### src/rtl/signed_delta.sv
// signed_delta: streaming signed differencer, out = sample - previous sample of the same stream
//   Two-stage valid/ready pipeline, one sample per cycle.
//   Ports: clk, rst (sync, active-high); in_valid/in_ready/in_data/in_first (upstream);
//          out_valid/out_ready/out_data/out_ovf (downstream); ovf_sticky (overflow since reset/in_first).
//   Macro SIGNED_DELTA_SAT_EN: clamp overflowed deltas instead of packing them.
module signed_delta #(
  parameter int WIDTH = 10
) (
  input  logic             clk,
  input  logic             rst,
  input  logic             in_valid,
  output logic             in_ready,
  input  logic [WIDTH-1:0] in_data,
  input  logic             in_first,
  output logic             out_valid,
  input  logic             out_ready,
  output logic [WIDTH-1:0] out_data,
  output logic             out_ovf,
  output logic             ovf_sticky
);
  logic             s1_valid;
  logic [WIDTH-1:0] s1_a, s1_b, prev, res;
  logic [WIDTH:0]   temp;
  logic             ovf, s2_load, in_fire;
  assign s2_load  = s1_valid & (~out_valid | out_ready);
  assign in_ready = ~s1_valid | s2_load;
  assign in_fire  = in_valid & in_ready;
  assign temp     = {s1_a[WIDTH-1], s1_a} - {s1_b[WIDTH-1], s1_b};
  assign ovf      = temp[WIDTH] ^ temp[WIDTH-1];
  // Packing keeps the true sign and drops bit WIDTH-1, matching signed_add.
`ifdef SIGNED_DELTA_SAT_EN
  assign res = ovf ? (temp[WIDTH] ? {1'b1, {(WIDTH-1){1'b0}}} : {1'b0, {(WIDTH-1){1'b1}}})
                   : {temp[WIDTH], temp[WIDTH-2:0]};
`else
  assign res = {temp[WIDTH], temp[WIDTH-2:0]};
`endif
  always_ff @(posedge clk) begin
    if (rst) begin
      s1_valid   <= 1'b0;
      s1_a       <= '0;
      s1_b       <= '0;
      prev       <= '0;
      out_valid  <= 1'b0;
      out_data   <= '0;
      out_ovf    <= 1'b0;
      ovf_sticky <= 1'b0;
    end else begin
      if (in_fire) begin
        s1_a <= in_data;
        s1_b <= in_first ? '0 : prev;
        prev <= in_data;
      end
      if (s2_load) begin
        out_data <= res;
        out_ovf  <= ovf;
      end
      s1_valid   <= in_fire | (s1_valid & ~s2_load);
      out_valid  <= s2_load | (out_valid & ~out_ready);
      // A set on the same edge as an in_first clear wins.
      ovf_sticky <= (s2_load & ovf) | (ovf_sticky & ~(in_fire & in_first));
    end
  end
endmodule

### config.mk
export PLATFORM = sky130hd
export DESIGN_NAME = signed_delta
export DESIGN_NICKNAME = d
export VERILOG_FILES = /design/src/rtl/signed_delta.sv
export SDC_FILE = /design/constraint.sdc
export NUM_CORES = 1
export LEC_CHECK = 0
export BUFFER_PORTS_ARGS = -buffer_cell sky130_fd_sc_hd__buf_2
export CAP_MARGIN = 15
export CORE_ASPECT_RATIO = 1.4
export CORE_MARGIN = 1.5
export CORE_UTILIZATION = 55
export DETAILED_ROUTE_END_ITERATION = 8
export PLACE_DENSITY = 0.8
export SETUP_SLACK_MARGIN = 0.5
export SLEW_MARGIN = 30
export SYNTH_ARGS = -nofsm -noshare
export SYNTH_HDL_FRONTEND = slang
export SYNTH_SLANG_ARGS = --single-unit
### constraint.sdc
create_clock -name clk -period 3.85 [get_ports clk]
set_input_delay 0.77 -clock clk [delete_from_list [all_inputs] [get_ports clk]]
set_output_delay 0.77 -clock clk [all_outputs]
set_load 0.05 [all_outputs]
==> results of run 1 <==
==> worst max-delay path: stages <==
cell and delay [ns]:
sky130_fd_sc_hd__buf_2 0.09, sky130_fd_sc_hd__nor2b_1 0.26, sky130_fd_sc_hd__nand2_1 0.13, sky130_fd_sc_hd__buf_2 0.23
==> stage by stage <==
step                instance area [sq um]  power [mW]  utilization (%)  setup slack (ns)  hold WS [ns]
detailed placement                   1836      0.5621            63.15             1.612        0.4413
global route                         1927      0.8668            66.29             1.483        0.4672
finish                               1927      0.8195            66.29             1.606        0.4497
floorplan                            1690      0.5273                -             1.618        0.4319
CTS                                  1927      0.8291            66.29             1.608        0.4495
global placement                     1836      0.5578            63.15             1.642        0.4350
==> metal layers <==
metal  global-route usage [%]  part of all wire [%]  up-vias
met5                        0                     0        -
met4                    11.46                   1.1        0
met3                    4.526                   3.2        4
met2                    34.50                    49       27
met1                    22.81                    47      628
li1                         -                     -      766
==> logic make-up after synthesis <==
| kind of cell | after synthesis |
|---|---|
| AOI/OAI and AO/OA | 53 |
| xor gates and xnor gates | 4 |
| adders and majority gates | 11 |
| buffers and inverters | 24 |
| DFF | 34 |
| and+or+nand+nor | 86 |
==> final cells by class <==
class / instances / area, sq um
fill: 285 / 979.7
multi-input combinational: 154 / 915.9
sequential: 34 / 680.7
timing repair buffer: 29 / 147.6
clock buffer: 7 / 86.33
tap: 37 / 46.29
inverter: 12 / 45.04
clock inverter: 1 / 5.005
==> registers in the layout (all words and copies together), names as in the netlist <==
register    flops
out_valid       1
s1_valid        1
s1_b           10
out_ovf         1
prev           10
ovf_sticky      1
out_data       10
==> cells in the final DEF (no fill, tap or decap), types with 2 or more instances in the layout <==
cell type	synthesis	final
sky130_fd_sc_hd__nand2_1	41	41
sky130_fd_sc_hd__dfxtp_1	34	34
sky130_fd_sc_hd__a21oi_1	31	31
sky130_fd_sc_hd__buf_2	3	28
sky130_fd_sc_hd__nor2_1	16	16
sky130_fd_sc_hd__inv_1	12	12
sky130_fd_sc_hd__nand3b_1	11	11
sky130_fd_sc_hd__ha_1	10	10
sky130_fd_sc_hd__nand2b_1	6	6
sky130_fd_sc_hd__clkbuf_8	0	6
sky130_fd_sc_hd__a211oi_1	4	4
sky130_fd_sc_hd__nor3_1	4	4
sky130_fd_sc_hd__o21ai_0	3	3
sky130_fd_sc_hd__o21ai_1	3	3
sky130_fd_sc_hd__xnor2_1	3	3
sky130_fd_sc_hd__nor2b_1	2	2
sky130_fd_sc_hd__o21a_1	2	2
sky130_fd_sc_hd__or3_1	2	2
==> how the worst max path moves through the flow <==
stage | start | endpoint | slack (ns) | cells after the start
global placement | out_ready | in_ready | 1.64 | 4
detailed placement | out_ready | in_ready | 1.61 | 4
global route | out_ready | in_ready | 1.48 | 4
floorplan | out_ready | prev[1]$_SDFFE_PP0P_ | 1.62 | 7
finish | out_ready | in_ready | 1.61 | 4
CTS | out_ready | in_ready | 1.61 | 4
==> power groups by stage <==
stage          Combinational (mW)  Clock, mW  Sequential [mW]
2_1_floorplan               0.104          0            0.423
3_3_place_gp                0.170          0            0.388
3_5_place_dp                0.173          0            0.389
4_1_cts                     0.174      0.274            0.381
5_1_grt                     0.194      0.289            0.384
6_report                    0.174      0.265            0.381
==> impl_metrics.xml, run 1 <==
<?xml version="1.0" encoding="UTF-8"?>
<metrics>
  <group name="global_route">
    <metric name="global_route_wire_length_before_repair" unit="um">5202</metric>
    <metric name="largest_net_degree_at_the_start_of_global_routing" unit="">38</metric>
    <metric name="grt_usage" unit="%">19.97</metric>
    <metric name="first_global_vias" unit="">1227</metric>
    <metric name="number_of_antenna_violations_at_the_first_check_in_global_routing" unit="">0</metric>
    <metric name="grt_overflow" unit="">0</metric>
  </group>
  <group name="power_and_ir_drop">
    <metric name="pwr-share-clk" unit="%">32.3</metric>
    <metric name="share_seq_of_total_power" unit="%">46.5</metric>
    <metric name="cell_internal_pwr" unit="uW">575.8</metric>
    <metric name="cellPowerDensity" unit="nW/um^2">425.3</metric>
    <metric name="max-vdd-ir-drop" unit="uV">317.7</metric>
    <metric name="sw_frac_of_total" unit="%">29.74</metric>
    <metric name="power.switching" unit="uW">243.8</metric>
    <metric name="proportion_of_power_drawn_by_combinational_gates" unit="%">21.2</metric>
    <metric name="leak" unit="nW">0.7740</metric>
  </group>
  <group name="route">
    <metric name="routed_via_density" unit="">5.201</metric>
    <metric name="wl_per_cell" unit="um">11.11</metric>
    <metric name="drt_pass1_iterations" unit="">4</metric>
    <metric name="drt_iter0_drc" unit="">35</metric>
    <metric name="ant_nets" unit="">0</metric>
    <metric name="routed_wirelength" unit="um">3043</metric>
    <metric name="drc" unit="">0</metric>
    <metric name="vias" unit="">1425</metric>
  </group>
  <group name="floorplanning">
    <metric name="placement_rows" unit="">23</metric>
    <metric name="floorplan.initialDensity" unit="%">58.16</metric>
    <metric name="floorplan.die.height" unit="um">68.60</metric>
    <metric name="core_area" unit="sq um">2907</metric>
    <metric name="die_width" unit="um">49.86</metric>
    <metric name="floorplan.io_pins" unit="">29</metric>
    <metric name="die_area" unit="sq um">3420</metric>
  </group>
  <group name="synth">
    <metric name="ys.flop_type" unit="">sky130_fd_sc_hd__dfxtp_1</metric>
    <metric name="post-synth-top-count-cell" unit="">sky130_fd_sc_hd__nand2_1</metric>
    <metric name="post_synth_xor_area_fraction" unit="%">2.073</metric>
    <metric name="synth.distinct_cells" unit="">35</metric>
    <metric name="synth.top_cells.by_area" unit="">sky130_fd_sc_hd__dfxtp_1 40%, sky130_fd_sc_hd__a21oi_1 9.2%, sky130_fd_sc_hd__nand2_1 9.1%</metric>
    <metric name="post_synth_top_cells" unit="">41 x sky130_fd_sc_hd__nand2_1, 34 x sky130_fd_sc_hd__dfxtp_1, 31 x sky130_fd_sc_hd__a21oi_1</metric>
    <metric name="combinational_family_with_the_most_area_after_synthesis" unit="">simple AND/OR/NAND/NOR gates</metric>
    <metric name="yosys.area_share.simple" unit="%">24.35</metric>
    <metric name="syn-num-nets" unit="">238</metric>
    <metric name="synthesis.yosys.warnings" unit="">0</metric>
    <metric name="syn-instance-count" unit="">212</metric>
    <metric name="synth_enable_flop_cells" unit="">0</metric>
    <metric name="synth.mux.area_fraction" unit="%">0</metric>
    <metric name="synth_largest_type_area_fraction" unit="%">40.27</metric>
    <metric name="netlist_area" unit="sq um">1690</metric>
    <metric name="ys_seq_area_share" unit="%">40.27</metric>
    <metric name="synthDominantAreaCellType" unit="">sky130_fd_sc_hd__dfxtp_1</metric>
    <metric name="postSynthAreaPerCell" unit="sq um">7.973</metric>
    <metric name="synth_fa_ha_area_share" unit="%">8.586</metric>
    <metric name="synthArstFlopShare" unit="%">0</metric>
    <metric name="synth-compound-area-share" unit="%">19.17</metric>
    <metric name="ys_ff_latch" unit="">34</metric>
  </group>
  <group name="flow_run">
    <metric name="maxCapViolCount" unit="">0</metric>
  </group>
  <group name="finish">
    <metric name="area.growth.synth_to_final" unit="%">13.99</metric>
    <metric name="finish.cell_count_without_fillers" unit="">274</metric>
    <metric name="antennaDiodeCount" unit="">0</metric>
    <metric name="layout-drive-gt1-share" unit="%">17.72</metric>
    <metric name="final_nets" unit="">262</metric>
  </group>
  <group name="timing">
    <metric name="worst_slew_margin_rel" unit="%">55.11</metric>
    <metric name="sum_neg_setup_slack" unit="ns">0</metric>
    <metric name="max_slew.worst_pin.slew" unit="ns">0.6717</metric>
    <metric name="setup_viol" unit="">0</metric>
    <metric name="timing.final.crit_period" unit="ns">2.244</metric>
    <metric name="timing.clock.skew" unit="ns">0.007568</metric>
    <metric name="rsz0062_at_grt" unit="">false</metric>
    <metric name="timing_max_transition_violations_final" unit="">0</metric>
    <metric name="fin_crit_sh" unit="%">58.30</metric>
    <metric name="max_freq" unit="GHz">0.4456</metric>
    <metric name="timing_hold_violations_final" unit="">0</metric>
  </group>
  <group name="clocking">
    <metric name="cts_hold_buf" unit="">0</metric>
    <metric name="clock_tree.buffer_depth" unit="">2</metric>
    <metric name="tritoncts" unit="">yes</metric>
    <metric name="clock_insertion_delay_worst_skew" unit="ns">0.28</metric>
    <metric name="ctsResizeCount" unit="">0</metric>
    <metric name="clock_sinks" unit="">34</metric>
    <metric name="clock-root-buffer" unit="">sky130_fd_sc_hd__clkbuf_8</metric>
    <metric name="tritoncts.num_buffers" unit="">5</metric>
    <metric name="reg_clk_slew_reported_paths" unit="ns">0.06</metric>
    <metric name="htree_levels" unit="">2</metric>
    <metric name="post_cts_buffers" unit="">0</metric>
  </group>
  <group name="critical_path">
    <metric name="critical_path_arrival" unit="ns">1.47</metric>
    <metric name="crit_path_start_kind" unit="">input port</metric>
    <metric name="end_kind" unit="">output port</metric>
    <metric name="worst-setup-path-type" unit="">input port to output port</metric>
    <metric name="r2r-start" unit="">prev[0]$_SDFFE_PP0P_</metric>
    <metric name="regToRegEndpoint" unit="">out_data[9]$_SDFFE_PP0P_</metric>
    <metric name="reg2reg_depth" unit="">9</metric>
    <metric name="rrSetupSlack" unit="ns">1.67</metric>
    <metric name="critPathRequiredTime" unit="ns">3.08</metric>
    <metric name="crit_path_max_fanout" unit="">5</metric>
  </group>
  <group name="placement">
    <metric name="portBuffers" unit="">28</metric>
    <metric name="detailed_place_hpwl" unit="um">2112</metric>
    <metric name="placed_cells" unit="">266</metric>
    <metric name="gp_congestion" unit="">0.7906</metric>
  </group>
  <group name="worst_hold_path">
    <metric name="hold_path.class" unit="">flip-flop to flip-flop</metric>
    <metric name="hold_end" unit="">s1_b[9]$_SDFFE_PP0P_</metric>
    <metric name="hold_start" unit="">s1_b[9]$_SDFFE_PP0P_</metric>
    <metric name="count_of_cells_along_the_worst_hold_path" unit="">2</metric>
  </group>
  <group name="run_status">
    <metric name="outcome" unit="">complete, no violations</metric>
  </group>
</metrics>
No activity file was read; power rests on OpenSTA's default activity.
==> run 2: changes to the inputs <==
--- a/config.mk
+++ b/config.mk
@@ -9,9 +9,9 @@
 export CAP_MARGIN = 15
 export CORE_ASPECT_RATIO = 1.4
 export CORE_MARGIN = 1.5
-export CORE_UTILIZATION = 55
+export CORE_UTILIZATION = 49
 export DETAILED_ROUTE_END_ITERATION = 8
-export PLACE_DENSITY = 0.8
+export PLACE_DENSITY = 0.76
 export SETUP_SLACK_MARGIN = 0.5
 export SLEW_MARGIN = 30
 export SYNTH_ARGS = -nofsm -noshare
==> constraint.sdc (replaced) <==
create_clock -name clk -period 1.8 [get_ports clk]
set_input_delay 0.36 -clock clk [delete_from_list [all_inputs] [get_ports clk]]
set_output_delay 0.36 -clock clk [all_outputs]
set_load 0.05 [all_outputs]
==> run 2 against run 1 <==
  * The run now ends with setup timing left
  * Clock skew decreased by 0.0038 ns
  * Non-clock buffer count increased by 19
  * Highest routed layer unchanged
  * Final cell count grew 7.7%
  * Final area up 20%
  * Critical path type is now flip-flop to flip-flop
==> impl_metrics.xml, run 2 (synthesis results as in run 1) <==
<?xml version="1.0" encoding="UTF-8"?>
<metrics>
  <group name="finish">
    <metric name="layout-drive-gt1-share" unit="%">37.25</metric>
    <metric name="fillCellCount" unit="">283</metric>
    <metric name="layout_commonest_cell" unit="">sky130_fd_sc_hd__nand2_1</metric>
    <metric name="area.growth.synth_to_final" unit="%">36.42</metric>
    <metric name="antennaDiodeCount" unit="">0</metric>
    <metric name="final_nets" unit="">281</metric>
    <metric name="most_frequent_cells_in_the_layout" unit="">39 x sky130_fd_sc_hd__nand2_1, 28 x sky130_fd_sc_hd__buf_2, 27 x sky130_fd_sc_hd__dfxtp_1</metric>
    <metric name="registers_with_the_most_flip_flops" unit="">out_data: 10 flops, prev: 10 flops, s1_b: 10 flops</metric>
  </group>
  <group name="global_route">
    <metric name="number_of_antenna_violations_at_the_first_check_in_global_routing" unit="">0</metric>
    <metric name="grt_usage" unit="%">20.51</metric>
    <metric name="first_global_vias" unit="">1301</metric>
    <metric name="grt_overflow" unit="">0</metric>
    <metric name="global_route_wire_length_before_repair" unit="um">5796</metric>
    <metric name="largest_net_degree_at_the_start_of_global_routing" unit="">23</metric>
  </group>
  <group name="clocking">
    <metric name="tritoncts" unit="">yes</metric>
    <metric name="cts_hold_buf" unit="">0</metric>
    <metric name="clock_tree.buffer_depth" unit="">2</metric>
    <metric name="clock_sinks" unit="">34</metric>
    <metric name="tritoncts.num_buffers" unit="">5</metric>
    <metric name="reg_clk_slew_reported_paths" unit="ns">0.06</metric>
    <metric name="clock-root-buffer" unit="">sky130_fd_sc_hd__clkbuf_8</metric>
    <metric name="htree_levels" unit="">2</metric>
    <metric name="clock_insertion_delay_worst_skew" unit="ns">0.29</metric>
  </group>
  <group name="floorplanning">
    <metric name="die_width" unit="um">52.64</metric>
    <metric name="floorplan.die.height" unit="um">72.50</metric>
    <metric name="floorplan.initialDensity" unit="%">50.50</metric>
    <metric name="floorplan.io_pins" unit="">29</metric>
    <metric name="core_area" unit="sq um">3347</metric>
    <metric name="die_area" unit="sq um">3816</metric>
    <metric name="placement_rows" unit="">25</metric>
  </group>
  <group name="placement">
    <metric name="placement.setup.worst_slack" unit="ns">-0.1452</metric>
    <metric name="detailed_place_hpwl" unit="um">2243</metric>
    <metric name="portBuffers" unit="">28</metric>
    <metric name="gp_congestion" unit="">0.7332</metric>
  </group>
  <group name="critical_path">
    <metric name="cp-startpoint" unit="">prev[0]$_SDFFE_PP0P_</metric>
    <metric name="crit_path_start_kind" unit="">flip-flop</metric>
    <metric name="reg2reg_depth" unit="">9</metric>
    <metric name="critPathRequiredTime" unit="ns">1.96</metric>
    <metric name="rrSetupSlack" unit="ns">-0.15</metric>
    <metric name="worst-setup-path-type" unit="">flip-flop to flip-flop</metric>
    <metric name="critical_path_arrival" unit="ns">2.10</metric>
    <metric name="crit_path_max_fanout" unit="">4</metric>
    <metric name="timing.critical_path.to" unit="">out_data[9]$_SDFFE_PP0P_</metric>
    <metric name="end_kind" unit="">flip-flop</metric>
    <metric name="regToRegEndpoint" unit="">out_data[9]$_SDFFE_PP0P_</metric>
    <metric name="r2r-start" unit="">prev[0]$_SDFFE_PP0P_</metric>
  </group>
  <group name="run_status">
    <metric name="violations" unit="">setup timing</metric>
    <metric name="outcome" unit="">finished, violations left</metric>
  </group>
  <group name="timing">
    <metric name="timing.final.crit_period" unit="ns">1.947</metric>
    <metric name="timing_hold_violations_final" unit="">0</metric>
    <metric name="rsz0062_at_grt" unit="">true</metric>
    <metric name="setup_viol" unit="">5</metric>
    <metric name="max_freq" unit="GHz">0.5135</metric>
    <metric name="max_slew.worst_pin.slew" unit="ns">0.4382</metric>
    <metric name="worst_slew_margin_rel" unit="%">70.78</metric>
    <metric name="timing_max_transition_violations_final" unit="">0</metric>
    <metric name="worst_slack" unit="ns">-0.1474</metric>
    <metric name="sum_neg_setup_slack" unit="ns">-0.6174</metric>
    <metric name="fin_crit_sh" unit="%">108.2</metric>
    <metric name="timing.clock.skew" unit="ns">0.003767</metric>
  </group>
  <group name="route">
    <metric name="drt_iter0_drc" unit="">33</metric>
    <metric name="wl_per_cell" unit="um">12.51</metric>
    <metric name="routed_via_density" unit="">5.203</metric>
    <metric name="drc" unit="">0</metric>
    <metric name="routed_wirelength" unit="um">3690</metric>
    <metric name="ant_nets" unit="">0</metric>
    <metric name="vias" unit="">1535</metric>
    <metric name="drt_pass1_iterations" unit="">4</metric>
  </group>
  <group name="power_and_ir_drop">
    <metric name="max-vdd-ir-drop" unit="uV">560.6</metric>
    <metric name="leak" unit="nW">0.9226</metric>
    <metric name="cellPowerDensity" unit="nW/um^2">792.8</metric>
  </group>
  <group name="flow_run">
    <metric name="maxCapViolCount" unit="">0</metric>
  </group>
  <group name="worst_hold_path">
    <metric name="hold_path.class" unit="">input port to flip-flop</metric>
  </group>
</metrics>
==> run 2: cell types whose count changed in the layout (fill, tap and decap cells not counted), sizes merged <==
cell | before | now
buf | 29 | 48
clkbuf | 7 | 5
clkinv | 1 | 2
==> run 2: worst min-delay path by stage <==
stage / slack [ns] / end / start / cells past startpoint
CTS: 0.30 / prev[1]$_SDFFE_PP0P_ / in_data[1] / 3
finish: 0.31 / prev[1]$_SDFFE_PP0P_ / in_data[1] / 3
detailed placement: 0.44 / out_data[3]$_SDFFE_PP0P_ / out_data[3]$_SDFFE_PP0P_ / 2
global route: 0.31 / prev[9]$_SDFFE_PP0P_ / in_data[9] / 3
floorplan: 0.44 / s1_b[2]$_SDFFE_PP0P_ / s1_b[2]$_SDFFE_PP0P_ / 2
global placement: 0.44 / out_data[6]$_SDFFE_PP0P_ / out_data[6]$_SDFFE_PP0P_ / 2
==> run 2: report_power, final <==
part / switching, mW / internal, mW / leakage [nW] / total [mW]
clock: 0.263 / 0.259 / 0.0438 / 0.522
combinational: 0.282 / 0.206 / 0.597 / 0.488
sequential: 0.0268 / 0.792 / 0.282 / 0.818
==> run 2: routing by layer <==
metal	vias to the layer above	track usage, %	share of wire (%)
met5	-	0	0
met4	0	8.832	1.5
met3	5	5.761	4.0
met2	36	31.94	49
met1	691	26.24	45
li1	803	-	-
==> run 2: timing repair <==
| item | CTS | global route |
|---|---|---|
| hold endpoints to repair | 0 | 0 |
| gates cloned | 0 | 1 |
| setup buffers | 5 | 6 |
| pin swaps | 13 | 9 |
| resized for setup | 13 | 15 |
| setup endpoints to repair | 27 | 29 |
==> run 2: critical path, stage by stage (launching register included) <==
cell and delay [ns]:
sky130_fd_sc_hd__dfxtp_2 0.34, sky130_fd_sc_hd__inv_2 0.05, sky130_fd_sc_hd__ha_4 0.15, sky130_fd_sc_hd__fa_2 0.33
sky130_fd_sc_hd__nand2b_4 0.17, sky130_fd_sc_hd__a21oi_4 0.16, sky130_fd_sc_hd__nor4_4 0.06, sky130_fd_sc_hd__or3b_1 0.35
sky130_fd_sc_hd__a31oi_1 0.13, sky130_fd_sc_hd__nor3_1 0.06
==> run 2: metrics by stage <==
| stage | power (mW) | instance area, sq um | instances | utilization [%] | hold WS, ns |
|---|---|---|---|---|---|
| 3_3_place_gp | 1.243 | 2011 | 276 | 60.07 | 0.4377 |
| 3_5_place_dp | 1.249 | 2011 | 276 | 60.07 | 0.4437 |
| 2_1_floorplan | 1.169 | 1841 | 212 | - | 0.4363 |
| 4_1_cts | 1.797 | 2198 | 288 | 65.68 | 0.3015 |
| 6_report | 1.828 | 2306 | 295 | 68.90 | 0.3057 |
| 5_1_grt | 1.918 | 2306 | 295 | 68.90 | 0.3103 |
==> run 2: final cells by class <==
cell class                      instances  area (sq um)  share of cell area [%]
Multi-Input combinational cell        154          1117                   48.45
Clock buffer                            5         68.82                   2.984
Inverter                               12         45.04                   1.953
Tap cell                               40         50.05                   2.170
Sequential cell                        34         694.4                   30.11
Timing Repair Buffer                   48         320.3                   13.89
Clock inverter                          2         10.01                  0.4341
==> run 3: changes to the inputs <==
--- a/config.mk
+++ b/config.mk
@@ -7,7 +7,6 @@
 export LEC_CHECK = 0
 export BUFFER_PORTS_ARGS = -buffer_cell sky130_fd_sc_hd__buf_2
 export CAP_MARGIN = 15
-export CORE_ASPECT_RATIO = 1.4
 export CORE_MARGIN = 1.5
 export CORE_UTILIZATION = 49
 export DETAILED_ROUTE_END_ITERATION = 8
==> run 3 against run 2 <==
  * The flow still finishes with violations (setup timing)
  * Non-clock buffer count rose by 7
  * Hold slack got worse by 0.084 ns
  * Die area fell by 0.13%
  * Utilization rose by 5.0 points
  * Total power rose by 14%
  * Highest routed layer unchanged
  * Via count rose by 7.6%
  * Critical endpoint unchanged
==> impl_metrics.xml, run 3 (synthesis results as in run 1) <==
<?xml version="1.0" encoding="UTF-8"?>
<metrics>
  <group name="clocking">
    <metric name="clock-root-buffer" unit="">sky130_fd_sc_hd__clkbuf_4</metric>
    <metric name="clock_insertion_delay_worst_skew" unit="ns">0.36</metric>
    <metric name="reg_clk_slew_reported_paths" unit="ns">0.12</metric>
    <metric name="tritoncts.num_buffers" unit="">5</metric>
    <metric name="tritoncts" unit="">yes</metric>
    <metric name="clock_tree.buffer_depth" unit="">2</metric>
    <metric name="clock_sinks" unit="">34</metric>
    <metric name="cts_hold_buf" unit="">0</metric>
    <metric name="htree_levels" unit="">2</metric>
  </group>
  <group name="critical_path">
    <metric name="crit_path_max_fanout" unit="">4</metric>
    <metric name="worst-setup-path-type" unit="">flip-flop to flip-flop</metric>
    <metric name="crit_path_start_kind" unit="">flip-flop</metric>
    <metric name="end_kind" unit="">flip-flop</metric>
    <metric name="critical-path-max-stage-delay" unit="ns">0.35</metric>
    <metric name="cp_cell_sequence" unit="">inv_2 &gt; ha_4 &gt; fa_2 &gt; nand2b_4 &gt; a21oi_4 &gt; nor4_4 &gt; or3b_1 &gt; a31oi_1 &gt; nor3_1</metric>
    <metric name="critPathRequiredTime" unit="ns">2.04</metric>
    <metric name="critical_path_arrival" unit="ns">2.21</metric>
    <metric name="timing.critical_path.slowest_stage_cell" unit="">sky130_fd_sc_hd__dfxtp_2</metric>
  </group>
  <group name="timing">
    <metric name="timing.final.crit_period" unit="ns">1.969</metric>
    <metric name="sum_neg_setup_slack" unit="ns">-0.6765</metric>
    <metric name="worst_slew_margin_rel" unit="%">72.94</metric>
    <metric name="rsz0062_at_grt" unit="">true</metric>
    <metric name="timing_max_transition_violations_final" unit="">0</metric>
    <metric name="max_slew.worst_pin.slew" unit="ns">0.4059</metric>
    <metric name="worst_slack" unit="ns">-0.1694</metric>
    <metric name="setup_viol" unit="">5</metric>
    <metric name="timing_hold_violations_final" unit="">0</metric>
    <metric name="max_freq" unit="GHz">0.5078</metric>
    <metric name="timing.clock.skew" unit="ns">0.009386</metric>
    <metric name="fin_crit_sh" unit="%">109.4</metric>
  </group>
  <group name="power_and_ir_drop">
    <metric name="leak" unit="nW">0.9777</metric>
    <metric name="cell_internal_pwr" unit="mW">1.466</metric>
    <metric name="power" unit="mW">2.089</metric>
    <metric name="share_seq_of_total_power" unit="%">39.5</metric>
    <metric name="max-vdd-ir-drop" unit="uV">473.4</metric>
    <metric name="power.switching" unit="uW">623.8</metric>
    <metric name="cellPowerDensity" unit="nW/um^2">854.1</metric>
    <metric name="proportion_of_power_drawn_by_combinational_gates" unit="%">26.0</metric>
    <metric name="pwr-share-clk" unit="%">34.6</metric>
    <metric name="sw_frac_of_total" unit="%">29.86</metric>
  </group>
  <group name="floorplanning">
    <metric name="placement_rows" unit="">21</metric>
    <metric name="die_width" unit="um">61.74</metric>
    <metric name="floorplan.initialDensity" unit="%">51.06</metric>
    <metric name="floorplan.io_pins" unit="">29</metric>
    <metric name="die_area" unit="sq um">3811</metric>
    <metric name="floorplan.die.height" unit="um">61.74</metric>
    <metric name="core_area" unit="sq um">3311</metric>
  </group>
  <group name="flow_run">
    <metric name="maxCapViolCount" unit="">0</metric>
  </group>
  <group name="global_route">
    <metric name="global_route_wire_length_before_repair" unit="um">5865</metric>
    <metric name="number_of_antenna_violations_at_the_first_check_in_global_routing" unit="">0</metric>
    <metric name="grt_usage" unit="%">20.93</metric>
    <metric name="grt_overflow" unit="">0</metric>
    <metric name="largest_net_degree_at_the_start_of_global_routing" unit="">23</metric>
    <metric name="first_global_vias" unit="">1343</metric>
  </group>
  <group name="placement">
    <metric name="detailed_place_hpwl" unit="um">2264</metric>
    <metric name="placement.setup.worst_slack" unit="ns">-0.1291</metric>
    <metric name="placed_cells" unit="">282</metric>
    <metric name="portBuffers" unit="">28</metric>
    <metric name="gp_congestion" unit="">0.7620</metric>
  </group>
  <group name="route">
    <metric name="drt_iter0_drc" unit="">84</metric>
    <metric name="drt_pass1_iterations" unit="">7</metric>
    <metric name="vias" unit="">1652</metric>
    <metric name="wl_per_cell" unit="um">15.17</metric>
    <metric name="drc" unit="">0</metric>
    <metric name="ant_nets" unit="">0</metric>
    <metric name="routed_via_density" unit="">5.312</metric>
    <metric name="routed_wirelength" unit="um">4717</metric>
  </group>
  <group name="finish">
    <metric name="layout-drive-gt1-share" unit="%">38.49</metric>
    <metric name="finish.cell_count_without_fillers" unit="">311</metric>
    <metric name="most_frequent_cells_in_the_layout" unit="">39 x sky130_fd_sc_hd__nand2_1, 28 x sky130_fd_sc_hd__dfxtp_1, 26 x sky130_fd_sc_hd__a21oi_1, 26 x sky130_fd_sc_hd__buf_4</metric>
    <metric name="multi_input_comb_area" unit="sq um">1121</metric>
    <metric name="layout_commonest_cell" unit="">sky130_fd_sc_hd__nand2_1</metric>
    <metric name="final_nets" unit="">290</metric>
    <metric name="area.growth.synth_to_final" unit="%">44.71</metric>
    <metric name="fillCellCount" unit="">253</metric>
    <metric name="seqCellArea" unit="sq um">690.7</metric>
    <metric name="registers_with_the_most_flip_flops" unit="">out_data: 10 flops, prev: 10 flops, s1_b: 10 flops</metric>
    <metric name="antennaDiodeCount" unit="">0</metric>
  </group>
  <group name="worst_hold_path">
    <metric name="hold_path.class" unit="">input port to flip-flop</metric>
  </group>
  <group name="run_status">
    <metric name="outcome" unit="">finished, violations left</metric>
    <metric name="violations" unit="">setup timing</metric>
  </group>
</metrics>
run 3: layout make-up:
type / instances / share of cell area, %
Sequential cell: 34 / 28.24
Multi-Input combinational cell: 156 / 45.83
Inverter: 12 / 1.841
Tap cell: 46 / 2.353
Clock buffer: 5 / 1.535
Clock inverter: 3 / 2.813
Timing Repair Buffer: 55 / 17.39
run 3: final timing paths:
| kind | cells after the start | start | to | slack (ns) |
|---|---|---|---|---|
| worst max-delay path | 9 | prev[0]$_SDFFE_PP0P_ | out_data[9]$_SDFFE_PP0P_ | -0.17 |
| worst min register to register | 2 | s1_b[9]$_SDFFE_PP0P_ | s1_b[9]$_SDFFE_PP0P_ | 0.46 |
| worst max register to register | 9 | prev[0]$_SDFFE_PP0P_ | out_data[9]$_SDFFE_PP0P_ | -0.17 |
| worst min-delay path | 3 | in_data[8] | prev[8]$_SDFFE_PP0P_ | 0.22 |
run 3: timing repair:
action | CTS | global route
gates cloned | 1 | 5
resized for setup | 25 | 23
endpoints found under the setup margin | 25 | 38
pin swaps | 8 | 6
hold endpoints to repair | 0 | 0
setup buffers | 5 | 10
run 3: stage by stage:
stage	hold WS, ns	instance area (sq um)	util (%)
2_1_floorplan	0.4363	1841	-
3_3_place_gp	0.4348	2018	60.96
3_5_place_dp	0.4439	2018	60.96
4_1_cts	0.2308	2250	67.95
5_1_grt	0.2207	2446	73.89
6_report	0.2213	2446	73.89
run 3: critical path, delay by kind of cell, from the launching register on:
kind	cells	cell delay (ns)
AOI/OAI and AO/OA	2	0.32
and+or+nand+nor	4	0.64
DFF	1	0.35
buffers and inverters	1	0.05
adders and majority gates	2	0.50
run 3: power by group through the flow:
stage                     clock, mW  combinational [mW]  sequential (mW)
after detailed placement          0               0.414            0.836
after global placement            0               0.410            0.833
final                         0.722               0.543            0.825
after global routing          0.758               0.578            0.831
after floorplan                   0               0.260            0.908
after CTS                     0.719               0.459            0.820
run 3: routing by layer:
metal	vias to the layer above	track usage, %	part of all wire [%]
li1	826	-	-
met1	758	27.69	44
met2	55	31.88	48
met3	13	6.418	4.3
met4	0	8.511	2.9
met5	-	0	0
